`config.mk`:
```
export PLATFORM = sky130hd
export DESIGN_NAME = pipe_stall_sequencer
export DESIGN_NICKNAME = d
export VERILOG_FILES = /design/src/rtl/pipe_stall_sequencer_pkg.sv /design/src/rtl/pipe_stall_sequencer_dmem_hs_fsm.sv /design/src/rtl/pipe_stall_sequencer.sv
export SDC_FILE = /design/constraint.sdc
export NUM_CORES = 1
export LEC_CHECK = 0
export ABC_AREA = 1
export CORE_MARGIN = 2
export CORE_UTILIZATION = 40
export DETAILED_ROUTE_END_ITERATION = 10
export DONT_BUFFER_PORTS = 1
export SYNTH_ARGS = -nofsm -noshare
export SYNTH_HDL_FRONTEND = slang
export SYNTH_HIERARCHICAL = 1
export SYNTH_SLANG_ARGS = --single-unit
```
`constraint.sdc`:
```
create_clock -name clk -period 4.51 [get_ports clk]
set_input_delay 0.902 -clock clk [delete_from_list [all_inputs] [get_ports clk]]
set_output_delay 0.902 -clock clk [all_outputs]
set_load 0.01 [all_outputs]
```
`src/rtl/pipe_stall_sequencer_pkg.sv`:
```
// Shared types for the pipeline stall/flush sequencer: FSM encodings, stall causes
// and the fixed priority used to pick one cause per cycle.
package pipe_stall_sequencer_pkg;

  localparam int XLEN_DEFAULT  = 32;
  localparam int CNT_W_DEFAULT = 32;

  typedef enum logic [1:0] {
    D_IDLE = 2'd0,
    D_REQ  = 2'd1,
    D_RSP  = 2'd2
  } dmem_state_t;

  typedef enum logic [1:0] {
    I_IDLE = 2'd0,
    I_WAIT = 2'd1,
    I_DROP = 2'd2
  } imem_state_t;

  typedef enum logic [2:0] {
    CAUSE_MEM      = 3'd0,
    CAUSE_REDIRECT = 3'd1,
    CAUSE_LOAD_USE = 3'd2,
    CAUSE_FETCH    = 3'd3,
    CAUSE_NONE     = 3'd4
  } cause_t;

  // A memory stall freezes E, so a mispredict there must wait to be re-presented.
  function automatic cause_t pick_cause(input logic mem_stall, input logic mispre,
                                        input logic lw_hazard, input logic fetch_ok);
    if (mem_stall)      return CAUSE_MEM;
    else if (mispre)    return CAUSE_REDIRECT;
    else if (lw_hazard) return CAUSE_LOAD_USE;
    else if (!fetch_ok) return CAUSE_FETCH;
    else                return CAUSE_NONE;
  endfunction

  function automatic logic is_stall_cause(input cause_t cause);
    return (cause == CAUSE_MEM) || (cause == CAUSE_LOAD_USE) || (cause == CAUSE_FETCH);
  endfunction

endpackage

```
`src/rtl/pipe_stall_sequencer_dmem_hs_fsm.sv`:
```
// Data-memory handshake tracker for the M stage: reports when the current
// load/store has finished and whether M must be held.
module dmem_hs_fsm
  import pipe_stall_sequencer_pkg::*;
(
  input  logic clk,
  input  logic rst_n,
  input  logic m_mem,
  input  logic m_load,
  input  logic gnt,
  input  logic rvalid,
  output logic done,
  output logic mem_stall,
  output logic dmem_req
);

  dmem_state_t state;

  always_ff @(posedge clk or negedge rst_n) begin
    if (!rst_n) begin
      state <= D_IDLE;
    end else begin
      case (state)
        D_IDLE: if (m_mem) state <= gnt ? (m_load ? D_RSP : D_IDLE) : D_REQ;
        D_REQ:  if (gnt)   state <= m_load ? D_RSP : D_IDLE;
        D_RSP:  if (rvalid) state <= D_IDLE;
        default: state <= D_IDLE;
      endcase
    end
  end

  // A store completes on its grant; a load only once its data returns.
  always_comb begin
    done = 1'b0;
    case (state)
      D_IDLE, D_REQ: done = m_mem && gnt && !m_load;
      D_RSP:         done = rvalid;
      default:       done = 1'b0;
    endcase
  end

  assign mem_stall = m_mem && !done;
  assign dmem_req  = m_mem && (state != D_RSP);

endmodule

```
`src/rtl/pipe_stall_sequencer.sv`:
```
// Central stall/flush scheduler for the 5-stage pipeline: merges hazard requests with
// the imem/dmem handshakes into register enables, flushes, PC control and a stall counter.
module pipe_stall_sequencer
  import pipe_stall_sequencer_pkg::*;
#(
  parameter int XLEN  = XLEN_DEFAULT,
  parameter int CNT_W = CNT_W_DEFAULT
) (
  input  logic             clk,
  input  logic             rst_n,
  input  logic             lw_hazard_i,
  input  logic             mispre_i,
  input  logic [XLEN-1:0]  redirect_pc_i,
  input  logic             m_mem_i,
  input  logic             m_load_i,
  input  logic             dmem_gnt_i,
  input  logic             dmem_rvalid_i,
  input  logic             imem_ready_i,
  input  logic             imem_rvalid_i,
  output logic             imem_req_o,
  output logic             dmem_req_o,
  output logic             pc_en_o,
  output logic             pc_redirect_o,
  output logic [XLEN-1:0]  redirect_pc_o,
  output logic             fd_en_o,
  output logic             de_en_o,
  output logic             em_en_o,
  output logic             fd_flush_o,
  output logic             de_flush_o,
  output logic             mw_flush_o,
  output logic [CNT_W-1:0] stall_cnt_o
);

  imem_state_t istate;
  cause_t      cause;
  logic        dmem_done;
  logic        mem_stall;
  logic        dmem_req_raw;
  logic        fetch_ok;
  logic        stall_cycle;

  dmem_hs_fsm u_dmem (
    .clk       (clk),
    .rst_n     (rst_n),
    .m_mem     (m_mem_i),
    .m_load    (m_load_i),
    .gnt       (dmem_gnt_i),
    .rvalid    (dmem_rvalid_i),
    .done      (dmem_done),
    .mem_stall (mem_stall),
    .dmem_req  (dmem_req_raw)
  );

  assign fetch_ok   = (istate == I_WAIT) && imem_rvalid_i;
  assign cause      = pick_cause(mem_stall, mispre_i, lw_hazard_i, fetch_ok);
  assign imem_req_o = (istate == I_IDLE);
  assign dmem_req_o = rst_n && dmem_req_raw;

  // While reset is held every control output stays at its idle value.
  always_comb begin
    pc_en_o       = 1'b0;
    pc_redirect_o = 1'b0;
    redirect_pc_o = '0;
    fd_en_o       = 1'b0;
    de_en_o       = 1'b0;
    em_en_o       = 1'b0;
    fd_flush_o    = 1'b0;
    de_flush_o    = 1'b0;
    mw_flush_o    = 1'b0;
    stall_cycle   = 1'b0;
    if (rst_n) begin
      stall_cycle = is_stall_cause(cause);
      case (cause)
        CAUSE_MEM: begin
          mw_flush_o = 1'b1;
        end
        CAUSE_REDIRECT: begin
          pc_en_o       = 1'b1;
          pc_redirect_o = 1'b1;
          redirect_pc_o = redirect_pc_i;
          fd_en_o       = 1'b1;
          de_en_o       = 1'b1;
          em_en_o       = 1'b1;
          fd_flush_o    = 1'b1;
          de_flush_o    = 1'b1;
        end
        CAUSE_LOAD_USE: begin
          de_en_o    = 1'b1;
          em_en_o    = 1'b1;
          de_flush_o = 1'b1;
        end
        CAUSE_FETCH: begin
          fd_en_o    = 1'b1;
          de_en_o    = 1'b1;
          em_en_o    = 1'b1;
          fd_flush_o = 1'b1;
        end
        default: begin
          pc_en_o = 1'b1;
          fd_en_o = 1'b1;
          de_en_o = 1'b1;
          em_en_o = 1'b1;
        end
      endcase
    end
  end

  // Fetch data arriving after a redirect belongs to the wrong path and is dropped.
  always_ff @(posedge clk or negedge rst_n) begin
    if (!rst_n) begin
      istate <= I_IDLE;
    end else begin
      case (istate)
        I_IDLE: if (imem_ready_i) istate <= pc_redirect_o ? I_DROP : I_WAIT;
        I_WAIT: begin
          if (pc_redirect_o)                istate <= imem_rvalid_i ? I_IDLE : I_DROP;
          else if (imem_rvalid_i && fd_en_o) istate <= I_IDLE;
        end
        I_DROP: if (imem_rvalid_i) istate <= I_IDLE;
        default: istate <= I_IDLE;
      endcase
    end
  end

  always_ff @(posedge clk or negedge rst_n) begin
    if (!rst_n) begin
      stall_cnt_o <= '0;
    end else if (stall_cycle && (stall_cnt_o != {CNT_W{1'b1}})) begin
      stall_cnt_o <= stall_cnt_o + CNT_W'(1);
    end
  end

  logic unused_done;
  assign unused_done = dmem_done;

endmodule

```
# == Word-level counts from Yosys, hierarchy flattened ==
# Cells that the tools add are included.
# op_classes
n_addsub,1
eq_ne,15
n_mux,35
n_reduce_logical,22
# ops
operator,count
32-bit 2-to-1 mux,2
"32-bit by 1-bit adder with 32-bit output, second input constant",1
"32-bit inequality test, second input constant",1
2-bit 2-to-1 mux,11
1-bit 2-to-1 mux,15
3-bit 2-to-1 mux,4
"2-bit inequality test, second input constant",6
2-bit one-hot mux with 3 select lines,2
1-bit logical AND,8
2-bit OR reduction,4
"3-bit by 2-bit == test with 1-bit output, second input constant",2
3-bit AND reduction,2
"2-bit by 1-bit == test with 1-bit output, second input constant",2
"2-bit == test, second input constant",2
2-bit logical NOT,2
"3-bit by 1-bit == test with 1-bit output, second input constant",1
3-bit logical NOT,1
"3-bit by 2-bit inequality test with 1-bit output, second input constant",1
3-bit OR reduction,1
1-bit logical NOT,2
1-bit logical OR,2
1-bit one-hot mux with 2 select lines,1
# totals
ff_bits,36
input_bits,42
output_inout_bits,74

# == Depth between registers and ports, before layout ==
# Gate-level depths: netlist (run 1).
# logic_depth
depth_word,14
mapped_depth,12

# == Hierarchy ==
# Netlist (run 1), hierarchy kept.
# by_module_without_submodules
mod,instances,cells_each,area_each_um2
pipe_stall_sequencer,1,475,2728.9
dmem_hs_fsm,1,21,142.6

# == Least setup slack after synthesis (run 1) ==
# No wires, ideal clock.
# synth_path
path_type,input -> output
startpoint,input port m_load_i
endpoint,output port redirect_pc_o[22]
arrival_ps,2078
required_time_ps,3608
slack_ps,1530
cell_stages,9
path_buffers,2
cell_sequence,inv_1 nand3_1 nand3_1 inv_1 nor2_1 nand2_1 clkbuf_1 clkbuf_1 nor2_1
# synth_between
elab_chain_len,9
# synth_lines
element,line_no,rtl
start: declaration,pipe_stall_sequencer.sv:15,"input logic m_load_i,"
1-bit logical NOT,pipe_stall_sequencer_dmem_hs_fsm.sv:36,"D_IDLE, D_REQ: done = m_mem && gnt && !m_load;"
1-bit logical AND,pipe_stall_sequencer_dmem_hs_fsm.sv:36,
1-bit one-hot mux with 2 select lines,pipe_stall_sequencer_dmem_hs_fsm.sv:35,case (state)
1-bit logical NOT,pipe_stall_sequencer_dmem_hs_fsm.sv:42,assign mem_stall = m_mem && !done;
1-bit logical AND,pipe_stall_sequencer_dmem_hs_fsm.sv:42,
via mem_stall,pipe_stall_sequencer.sv:37,logic mem_stall;
3-bit 2-to-1 mux,pipe_stall_sequencer_pkg.sv:31,if (mem_stall) return CAUSE_MEM;
3-bit by 1-bit == test with 1-bit output,pipe_stall_sequencer.sv:73,case (cause)
32-bit 2-to-1 mux,pipe_stall_sequencer.sv:73,
32-bit 2-to-1 mux,pipe_stall_sequencer.sv:71,if (rst_n) begin
end: declaration,pipe_stall_sequencer.sv:24,"output logic [XLEN-1:0] redirect_pc_o,"
# The timed path passes the listed nets, and every way through them passes these cells.

# == Final worst setup path (run 1) ==
# layout_path
startpoint,input port m_load_i
endpoint,output port fd_flush_o
# layout_between
elab_chain_len,10
# layout_lines
element,line_no,rtl
1-bit logical NOT (*),pipe_stall_sequencer_dmem_hs_fsm.sv:36,
1-bit logical AND (*),pipe_stall_sequencer_dmem_hs_fsm.sv:36,
1-bit one-hot mux with 2 select lines (*),pipe_stall_sequencer_dmem_hs_fsm.sv:35,
1-bit logical NOT (*),pipe_stall_sequencer_dmem_hs_fsm.sv:42,
1-bit logical AND (*),pipe_stall_sequencer_dmem_hs_fsm.sv:42,
via mem_stall,pipe_stall_sequencer.sv:37,
3-bit 2-to-1 mux (*),pipe_stall_sequencer_pkg.sv:31,
3-bit by 2-bit == test with 1-bit output or 3-bit by 1-bit == test with 1-bit output (tied branches),pipe_stall_sequencer.sv:73,
2-bit OR reduction (no source line) (*),n/a,
1-bit 2-to-1 mux (*),pipe_stall_sequencer.sv:73,
1-bit 2-to-1 mux (*),pipe_stall_sequencer.sv:71,
end: declaration,pipe_stall_sequencer.sv:28,"output logic fd_flush_o,"
# Mark *: on every way through the listed nets, which the timed path passes. The rest lies on a longest branch.

==> results.md, run 1 <==
- Rows: 30
- Netlist Area Pre-Place: 0.002863 mm²
- Synth Instances: 494
- First-pass GRT wire length: 11,700 µm
- Final Setup Violations: 0
- Period Utilization, post-route: 69.75%
- Slew @ Worst Pin: 635.8 ps
- Data arrival, critical path: roughly 2200 ps
- Starting density of the core: 41.68%
- Die Ht: just under 90 µm
- Maximum VDD drop: 0.0002092 V
- Num CTS Buffers: 5
- Maxcap violations: 0
- Clock buffer depth: 2
- Syn avg cell area: roughly 5.8 µm²
- Total Nets Final: 535
- CTS tree: built
- Initial antenna violation count: 0
- Crit. Startpoint: m_load_i
- Global route overflow: 0
- Grt met1 use: 24.96%
- Outcome: finished clean
- Min Tclk post-route: 3146 ps
- Total track usage: 18.92%
- Leakage: 1.646 nW
- DIE WIDTH: 88.60 µm
- Final Hold Fails: 0
- Port buffer count: 0
- Vias/cell: roughly 4.7
- Setup bufs post-CTS: 0
- Pin count of the biggest net entering global routing: 42
- Gr busiest metal: met2
- M2 GR Usage: approximately 30%
- Kind of critical path: in -> out
- Slew margin rel.: a little under three fifths
- Slowest cell on crit path: a21boi_0
- Layout area overhead: 4.720%
- Max Slew Vio Count: 0
- Clk_lat worst skew: 290 ps
- Post-cts resize count: 0
- Clk sinks: 36
- DP Wirelength: 5640 µm
- Post-route ant nets: 0
- CP startpoint kind: input port
- Final core utilization: 43.64%
- Worst path max stage delay: roughly 390 ps
- Wire per inst: 12.38 µm
- Synth Warn #: 6
- Hold_buf cts: 0
- Layout cell share with drive strength beyond 1: 4.665%
- CP Cell Sequence: inv_1 -> nand3_1 -> nand3_1 -> inv_1 -> nor2_1 -> nand2_1 -> buf_4 -> a21boi_0
- Required @ worst endpoint: between 3000 and 4000 ps
- Post-route setup TNS: 0 ps
- Pwr Density: 270.5 mW/mm²
- H-tree depth: 2
- Max Clk Rate: roughly 320 MHz
- Vias: 2,754
- TritonRoute pass-1 iters: 5
- DRC violations left: 0
- Final GP Congestion: 0.8871
- Syn_nets: 537
- Global routing usage on met3: 5.410%
- Crit Path Max Fanout: 38
- Diode count: 0
- Detailed Route Iter0 Violations: 118
- Fillcell total: 762
- Overall die area: 0.007850 mm²
- HP Class: in -> async
- RSZ-0062 raised after global routing: false
- Worst-path clk slew: 80 ps
- Crit Reg-Reg Startpoint: stall_cnt_o[0]$_DFFE_PN0P_
- IO Count: 116
- Root Buffer: clkbuf_8
- Core area: 0.006869 mm²
- Drt total wl: roughly 7300 µm
- Clk_skew: 10.22 ps
- Vias in the first global route: 2,541
- Crit. End Element: output pin
where the power goes:
group / internal, W / switching (W) / total [W]
clock: 0.000125 / 0.000119 / 0.000244
combinational: 0.0000518 / 0.000113 / 0.000165
sequential: 0.000351 / 0.0000515 / 0.000402
total: 0.000527 / 0.000283 / 0.000811
worst paths after layout:
check                                               to  slack (ps)  cells after the start
setup / recovery                            fd_flush_o        1360                      8
hold reg to reg            u_dmem/state[1]$_DFFE_PN0P_         580                      3
max in group asynchronous  u_dmem/state[1]$_DFFE_PN0P_        4130                      0
hold / removal             stall_cnt_o[30]$_DFFE_PN0P_         290                      0
min in group clk           u_dmem/state[1]$_DFFE_PN0P_         580                      3
setup reg to reg           stall_cnt_o[28]$_DFFE_PN0P_        2250                      9
layer usage:
metal / vias up / routed length (µm)
li1: 1435 / -
met1: 1225 / 3295
met2: 82 / 3374
met3: 12 / 488
met4: 0 / 131
met5: - / 0
registers in the layout, summed over array words and instances (netlist names):
name,cells
u_dmem/state,2
istate,2
stall_cnt_o,32
area by class of cell:
class | instances | area [µm²] | area share, %
clock buffer | 8 | 90.09 | 3.005
inverter | 78 | 292.8 | 9.766
multi-input combinational | 369 | 1579 | 52.67
sequential | 36 | 900.9 | 30.05
tap | 96 | 120.1 | 4.007
timing repair buffer | 2 | 15.01 | 0.5008
critical path: cells and delay by family:
kind,cells,cell delay [ps]
buf+inv,3,360
simple gates,4,570
compound gates,1,390
stage by stage:
stage / hold WS [ps] / area (µm²) / power, W / std cells / worst slack (ps)
floorplan: 521.6 / 2863 / 0.0005497 / 494 / 1548
global route: 279.9 / 2998 / 0.0008645 / 589 / 1190
finish: 292.6 / 2998 / 0.0008108 / 589 / 1364
global placement: 548.5 / 2908 / 0.0005712 / 581 / 1386
CTS: 292.7 / 2998 / 0.0008171 / 589 / 1340
detailed placement: 566.6 / 2908 / 0.0005753 / 581 / 1343
cell usage in the layout (no fill, tap or decap):
| cell | count |
|---|---|
| nand3b_1 | 1 |
| inv_1 | 76 |
| nor2_1 | 89 |
| clkbuf_1 | 2 |
| nor2_2 | 4 |
| nand2_2 | 3 |
| clkbuf_8 | 6 |
| nand3_2 | 2 |
| a21boi_0 | 1 |
| dfrtp_1 | 36 |
| inv_2 | 2 |
| xnor2_1 | 5 |
| and2_1 | 1 |
| nand4_1 | 3 |
| nand2_1 | 219 |
| nor2_4 | 3 |
| nand3_1 | 21 |
| buf_4 | 2 |
| ha_1 | 1 |
| a21oi_1 | 4 |
| o21ai_0 | 1 |
| xor2_1 | 10 |
| nand2_4 | 1 |
No activity file was read; power rests on OpenSTA's default activity.
==> run 2: changes to the inputs <==
Clock period 4.51 ns to 2.8 ns, I/O delays scaled along.
==> results.md, run 2 (synthesis gave the netlist of run 1 again) <==
- DP Wirelength: 6088 µm (+8.0%)
- Final Setup Violations: 0 (unchanged)
- Worst path max stage delay: 430 ps (+40 ps)
- Outcome: finished clean
- Clk_lat worst skew: 290 ps (about the same)
- Maximum VDD drop: 0.0002212 V (+5.7%)
- Global route overflow: 0 (unchanged)
- Setup bufs post-CTS: 0 (unchanged)
- Vias in the first global route: 2,651 (+4.3%)
- Reg with most FFs: stall_cnt_o
- Max reg flops: 32 (unchanged)
- Maxcap violations: 0 (unchanged)
- Drt total wl: 7839 µm (+7.5%)
- Layout cell share with drive strength beyond 1: 11.53% (+6.9 points)
- Max Clk Rate: 421.3 MHz
- DRC violations left: 0 (unchanged)
- Pin count of the biggest net entering global routing: 39 (-7.1%)
- Starting density of the core: 41.68% (unchanged)
- Period Utilization, post-route: 84.77%
- Clk sinks: 36 (unchanged)
- Hold_buf cts: 1 (+1)
- Largest regs: stall_cnt_o (32), istate (2), u_dmem/state (2)
- Initial antenna violation count: 0 (unchanged)
- RSZ-0062 raised after global routing: false
- Rows: 30 (unchanged)
- Num CTS Buffers: 5 (unchanged)
- Slew @ Worst Pin: 472.9 ps (-162.8 ps)
- Core area: 0.006869 mm² (unchanged)
- CP Cell Sequence: inv_2 -> nand3_1 -> nand3_1 -> inv_1 -> nor2_1 -> nand2_1 -> buf_4 -> a21boi_0 -> buf_4
- Commonest non-fill, non-tap cell in the layout: nand2_1
- Post-cts resize count: 0 (unchanged)
- Data arrival, critical path: 1810 ps (-430 ps)
- HP Class: in -> async
- IO Count: 116 (unchanged)
- Vias: 2,876 (+4.4%)
- DIE WIDTH: 88.60 µm (unchanged)
- Clock buffer depth: 2 (unchanged)
- Worst-path clk slew: 80 ps (about the same)
- Required @ worst endpoint: 2240 ps (-1370 ps)
- Wire per inst: 12.54 µm (+1.4%)
- Detailed Route Iter0 Violations: 121 (+2.5%)
- Die Ht: 88.60 µm (unchanged)
- Min Tclk post-route: 2374 ps
- H-tree depth: 2 (unchanged)
- Post-route ant nets: 0 (unchanged)
- TritonRoute pass-1 iters: 4 (-1)
- Post-route setup TNS: 0 ps (unchanged)
- Final GP Congestion: 0.8947 (+0.86%)
- Crit Path Max Fanout: 38 (unchanged)
- Overall die area: 0.007850 mm² (unchanged)
- Most frequent cells in the layout: 219 x nand2_1, 89 x nor2_1, 76 x inv_1
- Port buffer count: 0 (unchanged)
- Leakage: 1.848 nW (+12%)
- DP Worst Slack: 615.5 ps (-728.0 ps)
- Crit. End Element: output pin
- Root Buffer: clkbuf_8
- First-pass GRT wire length: 12,370 µm (+5.8%)
- CTS tree: built
- CP startpoint kind: register
- Final WS setup: 426.4 ps (-938.1 ps)
- Final Hold Fails: 0 (unchanged)
- Clk_skew: 12.17 ps (+1.957 ps)
- Diode count: 0 (unchanged)
- Total track usage: 20.16% (+1.2 points)
- Pwr Density: 412.5 mW/mm² (+53%)
- Max Slew Vio Count: 0 (unchanged)
- Slew margin rel.: 68.44% (+11 points)
- Vias/cell: 4.602 (-1.6%)
- Kind of critical path: reg -> out
- Slowest cell on crit path: dfrtp_1
- Layout area overhead: 14.69%
- Total Nets Final: 571 (+6.7%)
## run 2: worst max-delay path: cells and delay by family, from the launching register on
kind / cells / cell delay (ps)
AOI/OAI and AO/OA: 1 / 220
buffers and inverters: 4 / 550
DFF: 1 / 430
and+or+nand+nor: 4 / 320
## run 2: layer usage
layer | part of all wire [%] | up-vias | global-route usage [%]
met5 | 0 | - | 0
met4 | 0.54 | 0 | 3.581
met3 | 5.6 | 7 | 5.131
met2 | 50 | 80 | 33.56
met1 | 44 | 1271 | 26.87
li1 | - | 1518 | -
## run 2: metrics by stage
| step | total power (W) | util, % | instance area [µm²] | hold WS (ps) | instances |
|---|---|---|---|---|---|
| 5_1_grt | 0.001451 | 47.80 | 3283 | 100.7 | 625 |
| 6_report | 0.001354 | 47.80 | 3283 | 94.78 | 625 |
| 4_1_cts | 0.001367 | 47.80 | 3283 | 101.5 | 625 |
| 3_3_place_gp | 0.0009578 | 46.16 | 3171 | 265.7 | 616 |
| 3_5_place_dp | 0.0009632 | 46.16 | 3171 | 265.9 | 616 |
| 2_1_floorplan | 0.0008854 | - | 2863 | 264.4 | 494 |
## run 2: path summary, 6_finish.rpt
kind	slack, ps	cells after the start	startpoint	endpoint
setup reg to reg	640	9	stall_cnt_o[0]$_DFFE_PN0P_	stall_cnt_o[8]$_DFFE_PN0P_
hold reg to reg	570	2	istate[1]$_DFFE_PN0P_	istate[1]$_DFFE_PN0P_
min in group clk	430	2	imem_ready_i	istate[0]$_DFFE_PN0P_
hold / removal	90	1	rst_n	stall_cnt_o[11]$_DFFE_PN0P_
setup / recovery	430	9	u_dmem/state[1]$_DFFE_PN0P_	fd_flush_o
max in group asynchronous	2500	1	rst_n	istate[1]$_DFFE_PN0P_
## run 2: cell type report
cell class / instances / area (µm²)
fillers: 738 / 3586
multi-input cells: 369 / 1579
flip-flops and latches: 36 / 900.9
repair buffers: 38 / 297.8
inverters: 78 / 292.8
well taps: 96 / 120.1
clock buffers: 6 / 82.58
clock inverters: 2 / 10.01
## run 2: where the power goes
| part | switching (W) | total [W] | internal (W) |
|---|---|---|---|
| registers | 0.0000880 | 0.000653 | 0.000565 |
| logic | 0.000200 | 0.000311 | 0.000111 |
| clock network | 0.000193 | 0.000390 | 0.000197 |
